File: config.mk
export PLATFORM = sky130hd
export DESIGN_NAME = fifo_wr_arbiter_flat
export DESIGN_NICKNAME = d
export VERILOG_FILES = /design/src/rtl/fifo_wr_arbiter_pkg.sv /design/src/rtl/fifo_wr_arbiter_if.sv /design/src/rtl/fifo_wr_arbiter_rr_pick.sv /design/src/rtl/fifo_wr_arbiter.sv /design/src/flat_wrapper.sv
export SDC_FILE = /design/constraint.sdc
export NUM_CORES = 1
export LEC_CHECK = 0
export ABC_AREA = 1
export CAP_MARGIN = 5
export CORE_UTILIZATION = 40
export DETAILED_ROUTE_END_ITERATION = 8
export PLACE_DENSITY = 0.83
export SYNTH_ARGS = -nofsm -noshare
export SYNTH_HDL_FRONTEND = slang
export SYNTH_HIERARCHICAL = 1
export SYNTH_SLANG_ARGS = --single-unit
File: constraint.sdc
create_clock -name clk -period 4.4 [get_ports clk]
set_input_delay 0.66 -clock clk [delete_from_list [all_inputs] [get_ports clk]]
set_output_delay 0.66 -clock clk [all_outputs]
set_load 0.1 [all_outputs]
File: src/rtl/fifo_wr_arbiter_pkg.sv
// Shared types and constants for the FIFO write arbiter.
// FIFO geometry is common with the shared FIFO instance.
package fifo_wr_arbiter_pkg;

  localparam int FIFO_DEPTH = 16;
  localparam int FIFO_DW    = 8;

  typedef enum logic {
    ST_IDLE  = 1'b0,
    ST_BURST = 1'b1
  } state_t;

  typedef logic [2:0] id_t;
  typedef logic [$clog2(FIFO_DEPTH)-1:0] cnt_t;

endpackage

File: src/rtl/fifo_wr_arbiter_if.sv
// Producer / FIFO-write bundle for the write arbiter.
// slave: arbiter side; master: producers + FIFO side.
interface fifo_wr_arbiter_if
  import fifo_wr_arbiter_pkg::*;
#(
  parameter int NREQ = 4,
  parameter int DW   = FIFO_DW
);

  logic            arb_en;
  logic [NREQ-1:0] req_mask;
  logic [NREQ-1:0] req_valid;
  logic [NREQ-1:0] req_last;
  logic [NREQ*DW-1:0] req_data;
  logic [NREQ-1:0] req_ready;
  logic            fifo_full;
  logic            fifo_wr_en;
  logic [DW-1:0]   fifo_data_in;
  id_t             grant_id;
  logic            busy;

  modport slave (
    input  arb_en, req_mask, req_valid,
    input  req_last, req_data, fifo_full,
    output req_ready, fifo_wr_en,
    output fifo_data_in, grant_id, busy
  );

  modport master (
    output arb_en, req_mask, req_valid,
    output req_last, req_data, fifo_full,
    input  req_ready, fifo_wr_en,
    input  fifo_data_in, grant_id, busy
  );

endinterface

File: src/rtl/fifo_wr_arbiter_rr_pick.sv
// Round-robin search: first set bit of elig at or above ptr, wrapping.
// Ports: elig (candidates), ptr (start index) -> idx, found.
module fifo_wr_arbiter_rr_pick
  import fifo_wr_arbiter_pkg::*;
#(
  parameter int NREQ = 4
) (
  input  logic [NREQ-1:0] elig,
  input  id_t             ptr,
  output id_t             idx,
  output logic            found
);

  // Smallest distance from ptr (mod NREQ) wins.
  always_comb begin
    int best;
    int off;
    idx   = '0;
    found = 1'b0;
    best  = NREQ;
    off   = 0;
    for (int i = 0; i < NREQ; i++) begin
      if (i >= int'(ptr)) off = i - int'(ptr);
      else                off = i + NREQ - int'(ptr);
      if (elig[i] && off < best) begin
        best  = off;
        idx   = id_t'(i);
        found = 1'b1;
      end
    end
  end

endmodule

File: src/rtl/fifo_wr_arbiter.sv
// Round-robin burst arbiter for a shared FIFO write port.
// Ports: clk, rst (async high), bus (slave: producers in, FIFO write out).
module fifo_wr_arbiter
  import fifo_wr_arbiter_pkg::*;
#(
  parameter int NREQ      = 4,
  parameter int DW        = FIFO_DW,
  parameter int MAX_BURST = 4
) (
  input logic              clk,
  input logic              rst,
  fifo_wr_arbiter_if.slave bus
);

  state_t state, state_nxt;
  id_t    owner, owner_nxt;
  id_t    rr_ptr, rr_nxt;
  cnt_t   cnt, cnt_nxt;

  id_t             pick;
  logic            found;
  logic [NREQ-1:0] own_oh;
  logic            own_valid;
  logic            own_mask;
  logic            own_last;
  logic            accept;
  logic            done;
  logic [DW-1:0]   data_mux;

  fifo_wr_arbiter_rr_pick #(.NREQ(NREQ)) u_pick (
    .elig  (bus.req_valid & ~bus.req_mask),
    .ptr   (rr_ptr),
    .idx   (pick),
    .found (found)
  );

  assign own_oh    = {{(NREQ-1){1'b0}}, 1'b1} << owner;
  assign own_valid = |(bus.req_valid & own_oh);
  assign own_mask  = |(bus.req_mask & own_oh);
  assign own_last  = |(bus.req_last & own_oh);

  always_ff @(posedge clk or posedge rst) begin
    if (rst) begin
      state  <= ST_IDLE;
      owner  <= '0;
      rr_ptr <= '0;
      cnt    <= '0;
    end else begin
      state  <= state_nxt;
      owner  <= owner_nxt;
      rr_ptr <= rr_nxt;
      cnt    <= cnt_nxt;
    end
  end

  always_comb begin
    state_nxt = state;
    owner_nxt = owner;
    rr_nxt    = rr_ptr;
    cnt_nxt   = cnt;
    accept    = 1'b0;
    done      = 1'b0;
    unique case (state)
      ST_IDLE: begin
        if (bus.arb_en && found) begin
          state_nxt = ST_BURST;
          owner_nxt = pick;
          cnt_nxt   = '0;
        end
      end
      ST_BURST: begin
        accept = own_valid & ~own_mask & ~bus.fifo_full;
        // A full FIFO only stalls; idle or masked owner ends the burst.
        if (!own_valid || own_mask) begin
          done = 1'b1;
        end else if (accept) begin
          cnt_nxt = cnt + 1'b1;
          if (own_last || cnt_nxt == cnt_t'(MAX_BURST))
            done = 1'b1;
        end
        if (done) begin
          state_nxt = ST_IDLE;
          cnt_nxt   = '0;
          rr_nxt    = (owner == id_t'(NREQ-1)) ? '0
                                               : owner + 1'b1;
        end
      end
      default: ;
    endcase
  end

  always_comb begin
    data_mux = '0;
    for (int i = 0; i < NREQ; i++) begin
      if (accept && owner == id_t'(i))
        data_mux = bus.req_data[i*DW +: DW];
    end
  end

  assign bus.req_ready    = accept ? own_oh : '0;
  assign bus.fifo_wr_en   = accept;
  assign bus.fifo_data_in = data_mux;
  assign bus.busy         = (state == ST_BURST);
  assign bus.grant_id     = (state == ST_BURST) ? owner : '0;

endmodule

File: src/flat_wrapper.sv
// flat-port wrapper written by rule: the top's interface ports become plain ports
module fifo_wr_arbiter_flat import fifo_wr_arbiter_pkg::*;
#(
  parameter int NREQ      = 4,
  parameter int DW        = FIFO_DW,
  parameter int MAX_BURST = 4
)
  (clk, rst, bus_arb_en, bus_req_mask, bus_req_valid, bus_req_last, bus_req_data, bus_fifo_full, bus_req_ready, bus_fifo_wr_en, bus_fifo_data_in, bus_grant_id, bus_busy);
  fifo_wr_arbiter_if #(.NREQ(NREQ), .DW(DW)) bus_i ();
  input logic clk;
  input logic rst;
  input wire logic [$bits(bus_i.arb_en)-1:0] bus_arb_en;
  input wire logic [$bits(bus_i.req_mask)-1:0] bus_req_mask;
  input wire logic [$bits(bus_i.req_valid)-1:0] bus_req_valid;
  input wire logic [$bits(bus_i.req_last)-1:0] bus_req_last;
  input wire logic [$bits(bus_i.req_data)-1:0] bus_req_data;
  input wire logic [$bits(bus_i.fifo_full)-1:0] bus_fifo_full;
  output wire logic [$bits(bus_i.req_ready)-1:0] bus_req_ready;
  output wire logic [$bits(bus_i.fifo_wr_en)-1:0] bus_fifo_wr_en;
  output wire logic [$bits(bus_i.fifo_data_in)-1:0] bus_fifo_data_in;
  output wire logic [$bits(bus_i.grant_id)-1:0] bus_grant_id;
  output wire logic [$bits(bus_i.busy)-1:0] bus_busy;
  assign bus_i.arb_en = bus_arb_en;
  assign bus_i.req_mask = bus_req_mask;
  assign bus_i.req_valid = bus_req_valid;
  assign bus_i.req_last = bus_req_last;
  assign bus_i.req_data = bus_req_data;
  assign bus_i.fifo_full = bus_fifo_full;
  assign bus_req_ready = bus_i.req_ready;
  assign bus_fifo_wr_en = bus_i.fifo_wr_en;
  assign bus_fifo_data_in = bus_i.fifo_data_in;
  assign bus_grant_id = bus_i.grant_id;
  assign bus_busy = bus_i.busy;
  fifo_wr_arbiter #(.NREQ(NREQ), .DW(DW), .MAX_BURST(MAX_BURST)) u_core (.clk(clk), .rst(rst), .bus(bus_i));
endmodule
==> flow_summary.toml <==
[sta]
tightestPinTransition_ps = 974.0
fin_crit_sh = 0.9306
setup_slack_ps = 305.1
fin_worst_skew_ps = 5.997
hold_violations = 0
max_slew_margin = 0.3486
final.min_clock_period_ps = 4095
final-setup-viol-count = 0
fmax_mhz = 244.2
final_max_slew_viol_count = 0

[detailed_routing]
routed-via-count = 2119
ant_nets = 0
dr.pass1.iters = 4
remaining_drc_errors = 0
wl_per_cell_um = 12.12
drt-vias-per-instance = 4.905
totalWireLength_mm = 5.235
drtIter0Drc = 89

[die]
initial_core_util = 0.4299
coreArea_um2 = 4115
fp-row-count = 23
chipHeight_um = 68.51
io_pins = 65
dieArea_um2 = 4693
die_w_um = 68.51

[setup_path]
slowest_stage = "dfrtp_1"
crit_top_cell = "nand2_1"
critPathMaxStageDelay_ps = 380
endpoint_kind = "flop"
crit_type = "flop to flop"
cp_top_family = "simple AND/OR/NAND/NOR gates"
required_ps = 4560
regToRegSetupSlack_ps = 310
critPathBufInv = 7
reg2reg_from = "u_core/rr_ptr[1]"
ff2ff_path_depth = 38
critPathMaxFanout = 7
cp.arrival_ps = 4260
r2r_end = "u_core/cnt[2]"
startpoint_type = "flop"

[synth]
synthCells = 301
ys_ff_latch = 11
avgSynthCellArea_um2 = 5.878
ys.flop_type = "dfrtp_1"
synthArstFlopShare = 1.000
synth_area_um2 = 1769
ys_types = 28
yosysSeqAreaShare = 0.1556
synth-edff-count = 0
yosys_warnings = 6

[cts]
clk_pin_slew_ps = 50
hold_buffers = 0
numCtsBuffers = 3
clock_sinks = 11
cts_max_path_buffers = 2
cts_tree = "done"
ctsRootBufferMaster = "clkbuf_8"
clock_latency_ps = 250
htreeDepth = 1

[place]
gp_congestion = 0.8894
placed_area_um2 = 2474
preCtsSetupSlack_ps = -393.4
dp_hpwl_mm = 3.925
dp_cells = 421
portBuffers = 64

[global_route]
antenna_found_initial = 0
grt_max_degree = 21
gr-total-overflow = 0
grt_pass1_wl_mm = 7.714
grt_pass1_vias = 1843
grtUsageTotal = 0.2201

[layout]
final_common_cell = "nand2_1"
final-seq-area_um2 = 275.3
antenna_cells = 0
layout.nets = 450
fillCellCount = 353
drive_above_1_share = 0.2016
fin_cells = 432
final_util = 0.6573
syn_to_final_growth_pct = 52.90
layout_common_cells = "nand2_1 (83), clkdlybuf4s50_1 (49), inv_1 (44)"
multi_input_area_um2 = 1363
fin_area_um2 = 2705

[worst_hold_path]
hold_end = "u_core/cnt[3]"
min_from = "u_core/cnt[3]"
min_path_type = "flop to flop"
worstHoldPathCells = 2

[flow_run]
drv_cap = 0

[outcome]
outcome = "finished, final reports clean"

[power_and_ir_drop]
p_total_w = 0.001445
ir_drop_v = 0.0003213
p_leak_nw = 1.459
p_per_area_nw_per_um2 = 534.1
[Yosys cell counts (3+ instances only)]
cell type,instances,area share
nor2_4,3,0.019
o21ai_0,20,0.057
buf_4,3,0.013
nor2_2,4,0.014
dfrtp_1,11,0.16
nor2_1,31,0.066
nand2_1,91,0.19
ha_1,19,0.13
inv_1,49,0.10
buf_6,3,0.019
nand3_1,24,0.068
nand2_2,4,0.014
nand4_1,19,0.067
[state kept, by name (all words and copies together) (netlist names)]
name,flops
u_core/bus.busy,1
u_core/cnt,4
u_core/rr_ptr,3
u_core/owner,3
[where the power goes]
part	leakage, nW	total [W]	switching [W]	internal, W
clock	0.0228	0.000103	0.0000394	0.0000637
combinational	1.29	0.00116	0.000714	0.000450
sequential	0.144	0.000177	0.0000457	0.000132
[final cells by class]
class | count | share of cell area
clock buffer | 4 | 0.01665
inverter | 52 | 0.07401
multi-input combinational | 232 | 0.5037
sequential | 11 | 0.1018
tap | 50 | 0.02313
timing repair buffer | 83 | 0.2808
[stage by stage]
stage	setup TNS, ps	hold WS [ps]
floorplan	0	499.6
global placement	-1204	540.1
detailed placement	-2024	537.6
CTS	0	554.3
global route	-204.1	576.9
finish	0	547.4
[repair_timing]
item / in CTS / in global routing
setup endpoints to repair: 4 / 8
gates resized for setup: 14 / 32
buffers inserted: 1 / 6
pin swaps: 3 / 12
[routing by layer]
metal / global-route usage / vias up / part of all wire
met5: 0 / - / 0
met4: 0.09375 / 0 / 0.022
met3: 0.02467 / 11 / 0.050
met2: 0.3873 / 44 / 0.49
met1: 0.2687 / 953 / 0.44
li1: - / 1111 / -
[worst max-delay path by stage]
| stage | from | cells after the start | slack, ps | end |
|---|---|---|---|---|
| floorplan | u_core/bus.busy | 4 | 100 | bus_req_ready[0] |
| global placement | bus_req_valid[0] | 38 | -270 | u_core/cnt[2] |
| detailed placement | bus_req_valid[0] | 37 | -390 | u_core/cnt[2] |
| CTS | bus_req_valid[0] | 37 | 20 | u_core/cnt[2] |
| global route | u_core/rr_ptr[1] | 40 | -80 | u_core/cnt[2] |
| finish | u_core/rr_ptr[1] | 38 | 310 | u_core/cnt[2] |
[tightest hold or removal path, stage by stage (launching register included)]
cell and delay, ps:
dfrtp_1 360, nand3_1 80, o21ai_1 70
[cells by family (layout without fill, tap and decap cells)]
family / count (synthesis) / after routing / synth area share
other: 1 / 3 / 0.002120
and+or+nand+nor: 181 / 181 / 0.4675
AOI/OAI and AO/OA: 27 / 27 / 0.08275
buffers and inverters: 60 / 139 / 0.1478
xor gates and xnor gates: 2 / 2 / 0.009903
adders and majority gates: 19 / 19 / 0.1344
DFF: 11 / 11 / 0.1556
Power figures use the tool's default switching activity.
